--- src/rtl/game_monitor_pkg.sv ---
// Shared encodings and field positions for the game monitor slice.
package game_monitor_pkg;

    // Monitor phase as seen on the phase output.
    typedef enum logic [1:0] {
        PH_IDLE = 2'b00,
        PH_RUN  = 2'b01,
        PH_OVER = 2'b10
    } phase_t;

    // Game controller status encodings.
    localparam logic [1:0] ST_SINGLE = 2'b00;
    localparam logic [1:0] ST_INIT_A = 2'b01;
    localparam logic [1:0] ST_INIT_B = 2'b10;
    localparam logic [1:0] ST_DUAL   = 2'b11;

    // Pipe word fields: [27:20] gap, [19:10] x, [9:0] y.
    localparam int PIPE_GAP_MSB = 27;
    localparam int PIPE_GAP_LSB = 20;
    localparam int PIPE_X_MSB   = 19;
    localparam int PIPE_X_LSB   = 10;
    localparam int PIPE_Y_MSB   = 9;
    localparam int PIPE_Y_LSB   = 0;

    // Coin word fields: [31] valid, [19:10] y, [9:0] x.
    localparam int COIN_V_BIT   = 31;
    localparam int COIN_Y_MSB   = 19;
    localparam int COIN_Y_LSB   = 10;
    localparam int COIN_X_MSB   = 9;
    localparam int COIN_X_LSB   = 0;

    // Bird height field and playfield limit.
    localparam int BIRD_H_MSB   = 14;
    localparam logic [14:0] PLAY_HEIGHT = 15'd480;

endpackage

--- src/rtl/game_monitor_if.sv ---
// Bus bundle between the game controller (master) and the monitor (slave).
interface game_monitor_if;
    import game_monitor_pkg::*;

    logic        hs_clr;
    logic [1:0]  status;
    logic [15:0] score;
    logic [15:0] bird_y;
    logic [31:0] pipe1;
    logic [31:0] pipe2;
    logic [31:0] pipe3;
    logic [31:0] coin;

    logic [1:0]  phase;
    logic        dual;
    logic [15:0] high_score;
    logic        new_record;
    logic [2:0]  respawn;
    logic        coin_taken;
    logic        score_flash;
    logic        bird_lost;
    logic [15:0] run_ticks;

    modport master (
        output hs_clr, status, score, bird_y, pipe1, pipe2, pipe3, coin,
        input  phase, dual, high_score, new_record, respawn, coin_taken,
               score_flash, bird_lost, run_ticks
    );

    modport slave (
        input  hs_clr, status, score, bird_y, pipe1, pipe2, pipe3, coin,
        output phase, dual, high_score, new_record, respawn, coin_taken,
               score_flash, bird_lost, run_ticks
    );

endinterface

--- src/rtl/game_monitor_pipe_tracker.sv ---
// Tracks one pipe's x position: keeps last tick's x, flags a respawn
// (x jumped forward) and reports whether x stood still this tick.
module pipe_tracker
    import game_monitor_pkg::*;
(
    input  logic        clk_100ms,
    input  logic        rst,
    input  logic [9:0]  x_cur,
    input  logic        en,
    output logic [9:0]  x_prev,
    output logic        respawn,
    output logic        stall
);

    // Pipe x normally decreases; equality means the game has frozen.
    assign stall = (x_cur == x_prev);

    // History register and one-tick respawn pulse, gated by the run phase.
    always_ff @(posedge clk_100ms or negedge rst) begin
        if (!rst) begin
            x_prev  <= '0;
            respawn <= 1'b0;
        end else begin
            x_prev  <= x_cur;
            respawn <= en && (x_cur > x_prev);
        end
    end

endmodule

--- src/rtl/game_monitor.sv ---
// Game monitor: follows the game phase from the controller's bus, detects
// stalls, respawns, coin pickups and score records.
module game_monitor
    import game_monitor_pkg::*;
#(
    parameter int STALL_TICKS = 3,
    parameter int FLASH_TICKS = 10
) (
    input  logic          clk_100ms,
    input  logic          rst,
    game_monitor_if.slave bus
);

    localparam int SW = $clog2(STALL_TICKS + 1);
    localparam int FW = $clog2(FLASH_TICKS + 1);

    phase_t        phase_q;
    logic          dual_q;
    logic          new_record_q;
    logic          coin_taken_q;
    logic [15:0]   run_ticks_q;
    logic [SW-1:0] stall_cnt;
    logic [FW-1:0] flash_cnt;
    logic [15:0]   score_q;
    logic          coin_v_q;
    logic [15:0]   high_score_q = '0;

    logic [2:0]    resp;
    logic [2:0]    stall;
    logic [9:0]    x_hist [3];
    logic          in_run;
    logic          record;

    assign in_run = (phase_q == PH_RUN);
    assign record = in_run && (bus.score > high_score_q);

    pipe_tracker u_pipe1 (.clk_100ms(clk_100ms), .rst(rst),
        .x_cur(bus.pipe1[PIPE_X_MSB:PIPE_X_LSB]), .en(in_run),
        .x_prev(x_hist[0]), .respawn(resp[0]), .stall(stall[0]));
    pipe_tracker u_pipe2 (.clk_100ms(clk_100ms), .rst(rst),
        .x_cur(bus.pipe2[PIPE_X_MSB:PIPE_X_LSB]), .en(in_run),
        .x_prev(x_hist[1]), .respawn(resp[1]), .stall(stall[1]));
    pipe_tracker u_pipe3 (.clk_100ms(clk_100ms), .rst(rst),
        .x_cur(bus.pipe3[PIPE_X_MSB:PIPE_X_LSB]), .en(in_run),
        .x_prev(x_hist[2]), .respawn(resp[2]), .stall(stall[2]));

    // Phase FSM together with its registered status outputs and counters.
    always_ff @(posedge clk_100ms or negedge rst) begin
        if (!rst) begin
            phase_q      <= PH_IDLE;
            dual_q       <= 1'b0;
            new_record_q <= 1'b0;
            coin_taken_q <= 1'b0;
            run_ticks_q  <= '0;
            stall_cnt    <= '0;
            flash_cnt    <= '0;
            score_q      <= '0;
            coin_v_q     <= 1'b0;
        end else begin
            score_q      <= bus.score;
            coin_v_q     <= bus.coin[COIN_V_BIT];
            // Only a valid-to-invalid edge is a pickup; the reverse is a respawn.
            coin_taken_q <= in_run && coin_v_q && !bus.coin[COIN_V_BIT];

            // A fresh increase restarts the window from the full length.
            if (in_run && (bus.score > score_q))
                flash_cnt <= FW'(FLASH_TICKS);
            else if (flash_cnt != '0)
                flash_cnt <= flash_cnt - 1'b1;

            // A same-tick high-score clear suppresses the record flag.
            if (record && !bus.hs_clr)
                new_record_q <= 1'b1;

            case (phase_q)
                PH_IDLE: begin
                    stall_cnt <= '0;
                    if (bus.status == ST_SINGLE || bus.status == ST_DUAL) begin
                        phase_q <= PH_RUN;
                        dual_q  <= (bus.status == ST_DUAL);
                    end
                end
                PH_RUN: begin
                    if (run_ticks_q != 16'hFFFF)
                        run_ticks_q <= run_ticks_q + 16'd1;
                    if (stall[0]) begin
                        if (stall_cnt == SW'(STALL_TICKS - 1)) begin
                            phase_q   <= PH_OVER;
                            stall_cnt <= '0;
                        end else begin
                            stall_cnt <= stall_cnt + 1'b1;
                        end
                    end else begin
                        stall_cnt <= '0;
                    end
                end
                PH_OVER: begin
                    stall_cnt <= '0;
                end
                default: begin
                    phase_q   <= PH_IDLE;
                    stall_cnt <= '0;
                end
            endcase
        end
    end

    // High score survives reset; only the explicit clear zeroes it.
    always_ff @(posedge clk_100ms) begin
        if (bus.hs_clr)
            high_score_q <= '0;
        else if (record)
            high_score_q <= bus.score;
    end

    assign bus.phase       = phase_q;
    assign bus.dual        = dual_q;
    assign bus.high_score  = high_score_q;
    assign bus.new_record  = new_record_q;
    assign bus.respawn     = resp;
    assign bus.coin_taken  = coin_taken_q;
    assign bus.score_flash = (flash_cnt != '0);
    assign bus.run_ticks   = run_ticks_q;
    // Above the playfield or wrapped below zero both read as > PLAY_HEIGHT.
    assign bus.bird_lost   = (bus.bird_y[BIRD_H_MSB:0] > PLAY_HEIGHT);

endmodule

--- src/flat_wrapper.sv ---
// flat-port wrapper written by rule: the top's interface ports become plain ports
module game_monitor_flat import game_monitor_pkg::*;
#(
    parameter int STALL_TICKS = 3,
    parameter int FLASH_TICKS = 10
)
  (clk_100ms, rst, bus_hs_clr, bus_status, bus_score, bus_bird_y, bus_pipe1, bus_pipe2, bus_pipe3, bus_coin, bus_phase, bus_dual, bus_high_score, bus_new_record, bus_respawn, bus_coin_taken, bus_score_flash, bus_bird_lost, bus_run_ticks);
  game_monitor_if bus_i ();
  input  logic clk_100ms;
  input  logic rst;
  input wire logic [$bits(bus_i.hs_clr)-1:0] bus_hs_clr;
  input wire logic [$bits(bus_i.status)-1:0] bus_status;
  input wire logic [$bits(bus_i.score)-1:0] bus_score;
  input wire logic [$bits(bus_i.bird_y)-1:0] bus_bird_y;
  input wire logic [$bits(bus_i.pipe1)-1:0] bus_pipe1;
  input wire logic [$bits(bus_i.pipe2)-1:0] bus_pipe2;
  input wire logic [$bits(bus_i.pipe3)-1:0] bus_pipe3;
  input wire logic [$bits(bus_i.coin)-1:0] bus_coin;
  output wire logic [$bits(bus_i.phase)-1:0] bus_phase;
  output wire logic [$bits(bus_i.dual)-1:0] bus_dual;
  output wire logic [$bits(bus_i.high_score)-1:0] bus_high_score;
  output wire logic [$bits(bus_i.new_record)-1:0] bus_new_record;
  output wire logic [$bits(bus_i.respawn)-1:0] bus_respawn;
  output wire logic [$bits(bus_i.coin_taken)-1:0] bus_coin_taken;
  output wire logic [$bits(bus_i.score_flash)-1:0] bus_score_flash;
  output wire logic [$bits(bus_i.bird_lost)-1:0] bus_bird_lost;
  output wire logic [$bits(bus_i.run_ticks)-1:0] bus_run_ticks;
  assign bus_i.hs_clr = bus_hs_clr;
  assign bus_i.status = bus_status;
  assign bus_i.score = bus_score;
  assign bus_i.bird_y = bus_bird_y;
  assign bus_i.pipe1 = bus_pipe1;
  assign bus_i.pipe2 = bus_pipe2;
  assign bus_i.pipe3 = bus_pipe3;
  assign bus_i.coin = bus_coin;
  assign bus_phase = bus_i.phase;
  assign bus_dual = bus_i.dual;
  assign bus_high_score = bus_i.high_score;
  assign bus_new_record = bus_i.new_record;
  assign bus_respawn = bus_i.respawn;
  assign bus_coin_taken = bus_i.coin_taken;
  assign bus_score_flash = bus_i.score_flash;
  assign bus_bird_lost = bus_i.bird_lost;
  assign bus_run_ticks = bus_i.run_ticks;
  game_monitor #(.STALL_TICKS(STALL_TICKS), .FLASH_TICKS(FLASH_TICKS)) u_core (.clk_100ms(clk_100ms), .rst(rst), .bus(bus_i));
endmodule
--- config.mk ---
export PLATFORM = sky130hd
export DESIGN_NAME = game_monitor_flat
export DESIGN_NICKNAME = d
export VERILOG_FILES = /design/src/rtl/game_monitor_pkg.sv /design/src/rtl/game_monitor_if.sv /design/src/rtl/game_monitor_pipe_tracker.sv /design/src/rtl/game_monitor.sv /design/src/flat_wrapper.sv
export SDC_FILE = /design/constraint.sdc
export NUM_CORES = 1
export LEC_CHECK = 0
export CORE_MARGIN = 4
export CORE_UTILIZATION = 26
export DETAILED_ROUTE_END_ITERATION = 10
export SLEW_MARGIN = 20
export SYNTH_ARGS = -nofsm -noshare
export SYNTH_HDL_FRONTEND = slang
export SYNTH_SLANG_ARGS = --single-unit
--- constraint.sdc ---
create_clock -name clk_100ms -period 2.15 [get_ports clk_100ms]
set_clock_uncertainty 0.2 [all_clocks]
set_input_delay 0.3225 -clock clk_100ms [delete_from_list [all_inputs] [get_ports clk_100ms]]
set_output_delay 0.3225 -clock clk_100ms [all_outputs]
set_load 0.01 [all_outputs]
## Yosys cells after proc, flatten, opt, wreduce, memory -nomap -nowiden

Cells that the tools add are included.

- Input bits: 165
- Logic and storage cells: 62
- Bits in registers: 93

- Equality and inequality tests: 9
- Multiplexer cells: 9
- Add/subtract/negate cells: 3
- $lt $le $gt $ge: 6
- Reductions and logical operators: 18
- Bitwise operators: 1

Operator list:

| operator | count |
|---|---|
| $gt 16x16->1 | 2 |
| $gt 10x10->1 | 3 |
| $add 16x1->16 const B | 1 |
| $ne 16x16->1 const B | 1 |
| $gt 15x9->1 const B | 1 |
| $mux 2 | 6 |
| $eq 10x10->1 | 1 |
| $logic_and 1x1->1 | 8 |
| $mux 4 | 2 |
| $eq 2x2->1 const B | 3 |
| $pmux 2 s3 | 1 |
| $logic_not 2->1 | 2 |
| $ne 2x2->1 const B | 2 |
| $reduce_and 2->1 | 2 |
| $reduce_and 4->1 | 1 |
| $reduce_bool 4->1 | 1 |
| $sub 4x1->4 const B | 1 |
| $add 2x1->2 const B | 1 |
| $eq 2x1->1 const B | 1 |
| $logic_not 1->1 | 2 |
| $ne 2x1->1 const B | 1 |
| $reduce_bool 2->1 | 1 |
| $logic_or 1x1->1 | 1 |
| $not 1->1 | 1 |

## Depth between registers and ports, before layout

- Depth in word-level cells: 4
- Mapped depth: 8
- Mapped depth without buffers: 7

## Hierarchy

Synthesis repeated with hierarchy kept, for this count alone.

- Cells, all modules: 436
- Area, all modules: 4718.3 um^2

Modules (own cells, without submodules):

| module | times used | cells each | area an instance (um^2) | sequential area each (um^2) |
|---|---|---|---|---|
| game_monitor | 1 | 292 | 3096.7 | 1421.4 |
| pipe_tracker | 3 | 48 | 540.5 | 275.3 |

## Least setup slack after synthesis

No wires, ideal clock.

- Kind: register to register
- Start point: reg u_core.high_score_q[14] (netlist: u_core.bus.high_score[14])
- End point: reg u_core.high_score_q[10] (netlist: u_core.bus.high_score[10])
- Slack: -0.223 ns
- Cell stages (with the launch flop): 9
- Clock period less this slack: 2.373 ns
- Arrival time: 2.115 ns
- Path through: dfxtp_1 inv_1 ha_1 nand4_2 or3_4 a21o_1 a311oi_4 buf_6 a22o_1

- Cells in the longest elaborated chain, start to end: 2

Ends and longest elaborated chain:

| element | RTL line | source |
|---|---|---|
| from (decl) | game_monitor.sv:26 | `logic [15:0] high_score_q = '0;` |
| from (signal assigned) | game_monitor.sv:113 | `high_score_q <= bus.score;` |
| $gt 16x16->1 | game_monitor.sv:35 | `assign record = in_run && (bus.score > high_score_q);` |
| $logic_and 1x1->1 | game_monitor.sv:35 |  |

No other way between the ends.
A chain may end at the register's enable or synchronous reset.

## Final worst setup path

- Start point: reg u_core.high_score_q[12] (netlist: u_core.bus.high_score[12])
- End point: reg u_core.high_score_q[5] (netlist: u_core.bus.high_score[5])

Same word-level chain as after synthesis.

==> impl_metrics.csv <==
group,metric,value,unit
critical_path,cp_data_arrival_time,2.36,ns
floorplan,die_width,142.7,µm
pwr,power_switching_share,29.84,%
synth,mappedNetlistArea,4720,µm²
pwr,p_leak,3.336,nW
cts,insertion_delay,0.35,ns
pwr,share_clk_of_total_power,31.5,%
pwr,power.ir.vdd_worst,460.5,µV
cts,path_clk_slew,0.07,ns
min_path,class_of_the_worst_hold_path,"input pin to flop",
synth,synth_seq_cells,93,
sta,max_slew.worst_pin.slew,0.4590,ns
critical_path,start_kind,"flop",
sta,setup_repair_after_global_routing_missed_its_margin,"true",
detailed_routing,initialDrtViolationCount,134,
detailed_routing,route.detailed.vias_per_inst,4.514,
sta,timing_max_transition_violations_final,0,
finish,post_layout_nonfiller_instances,849,
min_path,worst_hold_startpoint,"bus_score[1]",
run,cap_violations,0,
cts,num_clock_sinks,93,
cts,clock_path_buffers,2,
floorplan,placementRows,49,
critical_path,timing.critical_path.cells,"inv_1, ha_4, nand4_4, or3_4, a21o_1, a311oi_4, buf_6, a22o_1",
detailed_routing,wirelength,12.00,mm
pwr,pwr-share-seq,39.8,%
sta,final_hold_violation_count,0,
critical_path,cp_max_fo,5,
run_status,status,"finished with violations",
sta,min_period,2.277,ns
critical_path,cp_data_required_time,2.23,ns
finish,drive_above_1_share,24.03,%
global_routing,grtUsageMet1,15.46,%
critical_path,critical_path.max_stage_delay,0.42,ns
synth,synth_flop_cell,"dfrtp_1",
cts,cts-htree-levels,3,
global_routing,grt_first_pass_wirelength,19.44,mm
synth,synth.most_common_cell,"dfrtp_1",
detailed_routing,remaining_drc_errors,0,
pwr,p_comb_share,28.8,%
synth,synth_area_leader,"dfrtp_1",
place,io_buffer_count,108,
global_routing,antenna_found_initial,0,
global_routing,grt_overflow_total,0,
finish,area_growth_syn_to_layout,51.94,%
pwr,totalPowerFinal,0.005341,W
critical_path,worst-setup-path-type,"flop to flop",
cts,cts_made_buffers,9,
critical_path,worstRegToRegCells,8,
sta,timing.setup.tns,-1.623,ns
pwr,pwrdens,744.8,nW/µm²
place,post-place-cells,822,
global_routing,grt_usage,11.93,%
critical_path,timing.rr.start,"u_core.bus.high_score[12]$_SDFFE_PP0P_",
pwr,cell_internal_pwr,0.003747,W
global_routing,grtUsageMet2,19.29,%
critical_path,crit_slowest_cell,"or3_4",
sta,headroom_to_the_max_slew_limit,69.40,%
finish,finalCoreUtilization,40.05,%
global_routing,grt_pass1_vias,4045,
synth,synthesis.nets,668,
sta,maxClockFrequency,439.2,MHz
global_routing,global_route.peak_usage_layer,"met2",
pwr,p_switching,0.001594,W
critical_path,end_kind,"flop",
finish,antenna_cells,0,
sta,setup_viol,16,
synth,netlist-cell-type-count,52,
synth,post_synth.cell_area_avg,10.80,µm²
detailed_routing,detail-route-antenna-nets,0,
critical_path,timing.reg2reg.setup_slack,-0.13,ns
run_status,failing_checks,"negative setup slack",
sta,timing.final.crit_share,105.9,%
floorplan,floorplan.io_pins,207,
place,post_placement_setup_slack,-0.7651,ns
critical_path,timing.critical_path.max_delay_family,"compound AO/OA/AOI/OAI gates",
floorplan,start_util,26.36,%
synth,asyncSetResetFlopFracSynth,82.80,%
detailed_routing,vias,3832,
floorplan,core_area,17900,µm²
cts,tritoncts,"yes",
synth,netlist.area_leader.share,40.83,%
synth,synth_enable_flop_cells,0,
floorplan,fp.dieArea,20370,µm²
synth,synthTopCellsByArea,"dfrtp_1, ha_1, dfxtp_1, inv_1, a21o_1",
synth,synth.yosys.seq_area_share,47.61,%
finish,num-nets-final,846,
place,post-dp-hpwl,9.181,mm
synth,netlist_instances,437,
min_path,min_path_cells,2,
floorplan,floorplan.die.height,142.7,µm
global_routing,grt_max_degree,45,
critical_path,worst_r2r_endpoint,"u_core.bus.high_score[5]$_SDFFE_PP0P_",
synth,post_synth_most_frequent_cells,"dfrtp_1, inv_1, ha_1, a21oi_1, a21o_1",
detailed_routing,firstDrtPassIters,4,
critical_path,crit_buf_inv,2,
place,place.gp.congestion,0.8514,
sta,layout_setup_ws,-0.1266,ns
detailed_routing,detail_route.wl_per_cell,14.14,µm
synth,ys.warnings.count,0,
cts,cts-root-buf,"clkbuf_16",
global_routing,groute.layer.met3.usage,2.780,%
min_path,worst_hold_path.endpoint,"u_core.score_q[1]$_DFF_PN0_",
[registers in the layout (all words and copies together) (netlist names)]
| signal | count |
|---|---|
| u_core.u_pipe1.x_prev | 10 |
| u_core.stall_cnt | 2 |
| u_core.u_pipe3.respawn | 1 |
| u_core.bus.run_ticks | 16 |
| u_core.u_pipe2.respawn | 1 |
| u_core.bus.dual | 1 |
| u_core.score_q | 16 |
| u_core.bus.phase | 2 |
| u_core.bus.high_score | 16 |
| u_core.bus.coin_taken | 1 |
| u_core.bus.new_record | 1 |
| u_core.coin_v_q | 1 |
| u_core.u_pipe2.x_prev | 10 |
| u_core.u_pipe1.respawn | 1 |
| u_core.u_pipe3.x_prev | 10 |
| u_core.flash_cnt | 4 |
[stage by stage]
stage | hold slack [ns] | cell area [µm²]
floorplan | -0.1731 | 4760
global placement | 0.1020 | 6504
global route | 0.08136 | 7171
detailed placement | 0.1126 | 6504
finish | 0.07748 | 7171
CTS | 0.1425 | 7025
[placed cells by master, fill, tap and decap left out, drive strengths merged, types with 14 or more instances in the layout]
cell	synthesis	layout
ha	66	66
dfxtp	16	16
clkdlybuf4s50	0	85
a22o	15	15
dfrtp	77	77
nand4	18	18
a21o	18	18
dlygate4sd2	0	15
inv	70	73
a21oi	23	23
buf	5	69
nand2	14	14
[worst max-delay path by stage]
| stage | startpoint | to | slack, ns | cells after the start |
|---|---|---|---|---|
| detailed placement | bus_score[6] | u_core.bus.high_score[5]$_SDFFE_PP0P_ | -0.77 | 7 |
| floorplan | u_core.bus.high_score[9]$_SDFFE_PP0P_ | u_core.bus.high_score[10]$_SDFFE_PP0P_ | -0.15 | 8 |
| finish | u_core.bus.high_score[12]$_SDFFE_PP0P_ | u_core.bus.high_score[5]$_SDFFE_PP0P_ | -0.13 | 8 |
| global placement | bus_score[6] | u_core.bus.high_score[14]$_SDFFE_PP0P_ | -0.69 | 7 |
| global route | u_core.bus.high_score[4]$_SDFFE_PP0P_ | u_core.bus.high_score[13]$_SDFFE_PP0P_ | -0.22 | 8 |
| CTS | u_core.bus.high_score[13]$_SDFFE_PP0P_ | u_core.bus.high_score[7]$_SDFFE_PP0P_ | -0.10 | 8 |
[cells by family after synthesis]
| family | synth area share, % |
|---|---|
| fa+ha+maj | 17.50 |
| xor+xnor | 2.413 |
| compound gates | 13.39 |
| simple gates | 11.85 |
| mux | 0.6893 |
| flops | 47.61 |
| buf+inv | 6.548 |
[power by group through the flow]
| stage | registers (W) | logic (W) | clock network, W |
|---|---|---|---|
| 2_1_floorplan | 0.00218 | 0.000627 | 0 |
| 3_3_place_gp | 0.00215 | 0.00137 | 0 |
| 3_5_place_dp | 0.00215 | 0.00142 | 0 |
| 4_1_cts | 0.00212 | 0.00151 | 0.00175 |
| 5_1_grt | 0.00215 | 0.00170 | 0.00182 |
| 6_report | 0.00212 | 0.00154 | 0.00168 |
[worst reg2reg max path, delay by kind of cell (launching register included)]
kind                       cells  cell delay, ns
and+or+nand+nor                2            0.51
AOI/OAI and AO/OA              3            0.66
buffers and inverters          2            0.24
adders and majority gates      1            0.27
DFF                            1            0.33
[metal layers]
metal  vias to the layer above  part of all wire, %
met5                         -                    0
met4                         0                  1.9
met3                        16                  5.6
met2                       102                   46
met1                      1821                   47
li1                       1893                    -
[cell type report]
class | instances | area, µm²
fillers | 1717 | 10730
well taps | 229 | 286.5
clock inverters | 7 | 91.34
flip-flops and latches | 93 | 2263
multi-input cells | 268 | 2481
repair buffers | 173 | 1560
clock buffers | 9 | 225.2
inverters | 70 | 262.8
[timing repair]
action                                 4_1_cts  5_1_grt
endpoints found under the hold margin       33        0
resized for setup                           64       23
buffers inserted                             5        3
hold buffers                                 1        0
pin swaps                                   37       16
gates cloned                                 2        0
setup endpoints to repair                   23       21
No activity file was read; power rests on OpenSTA's default activity.
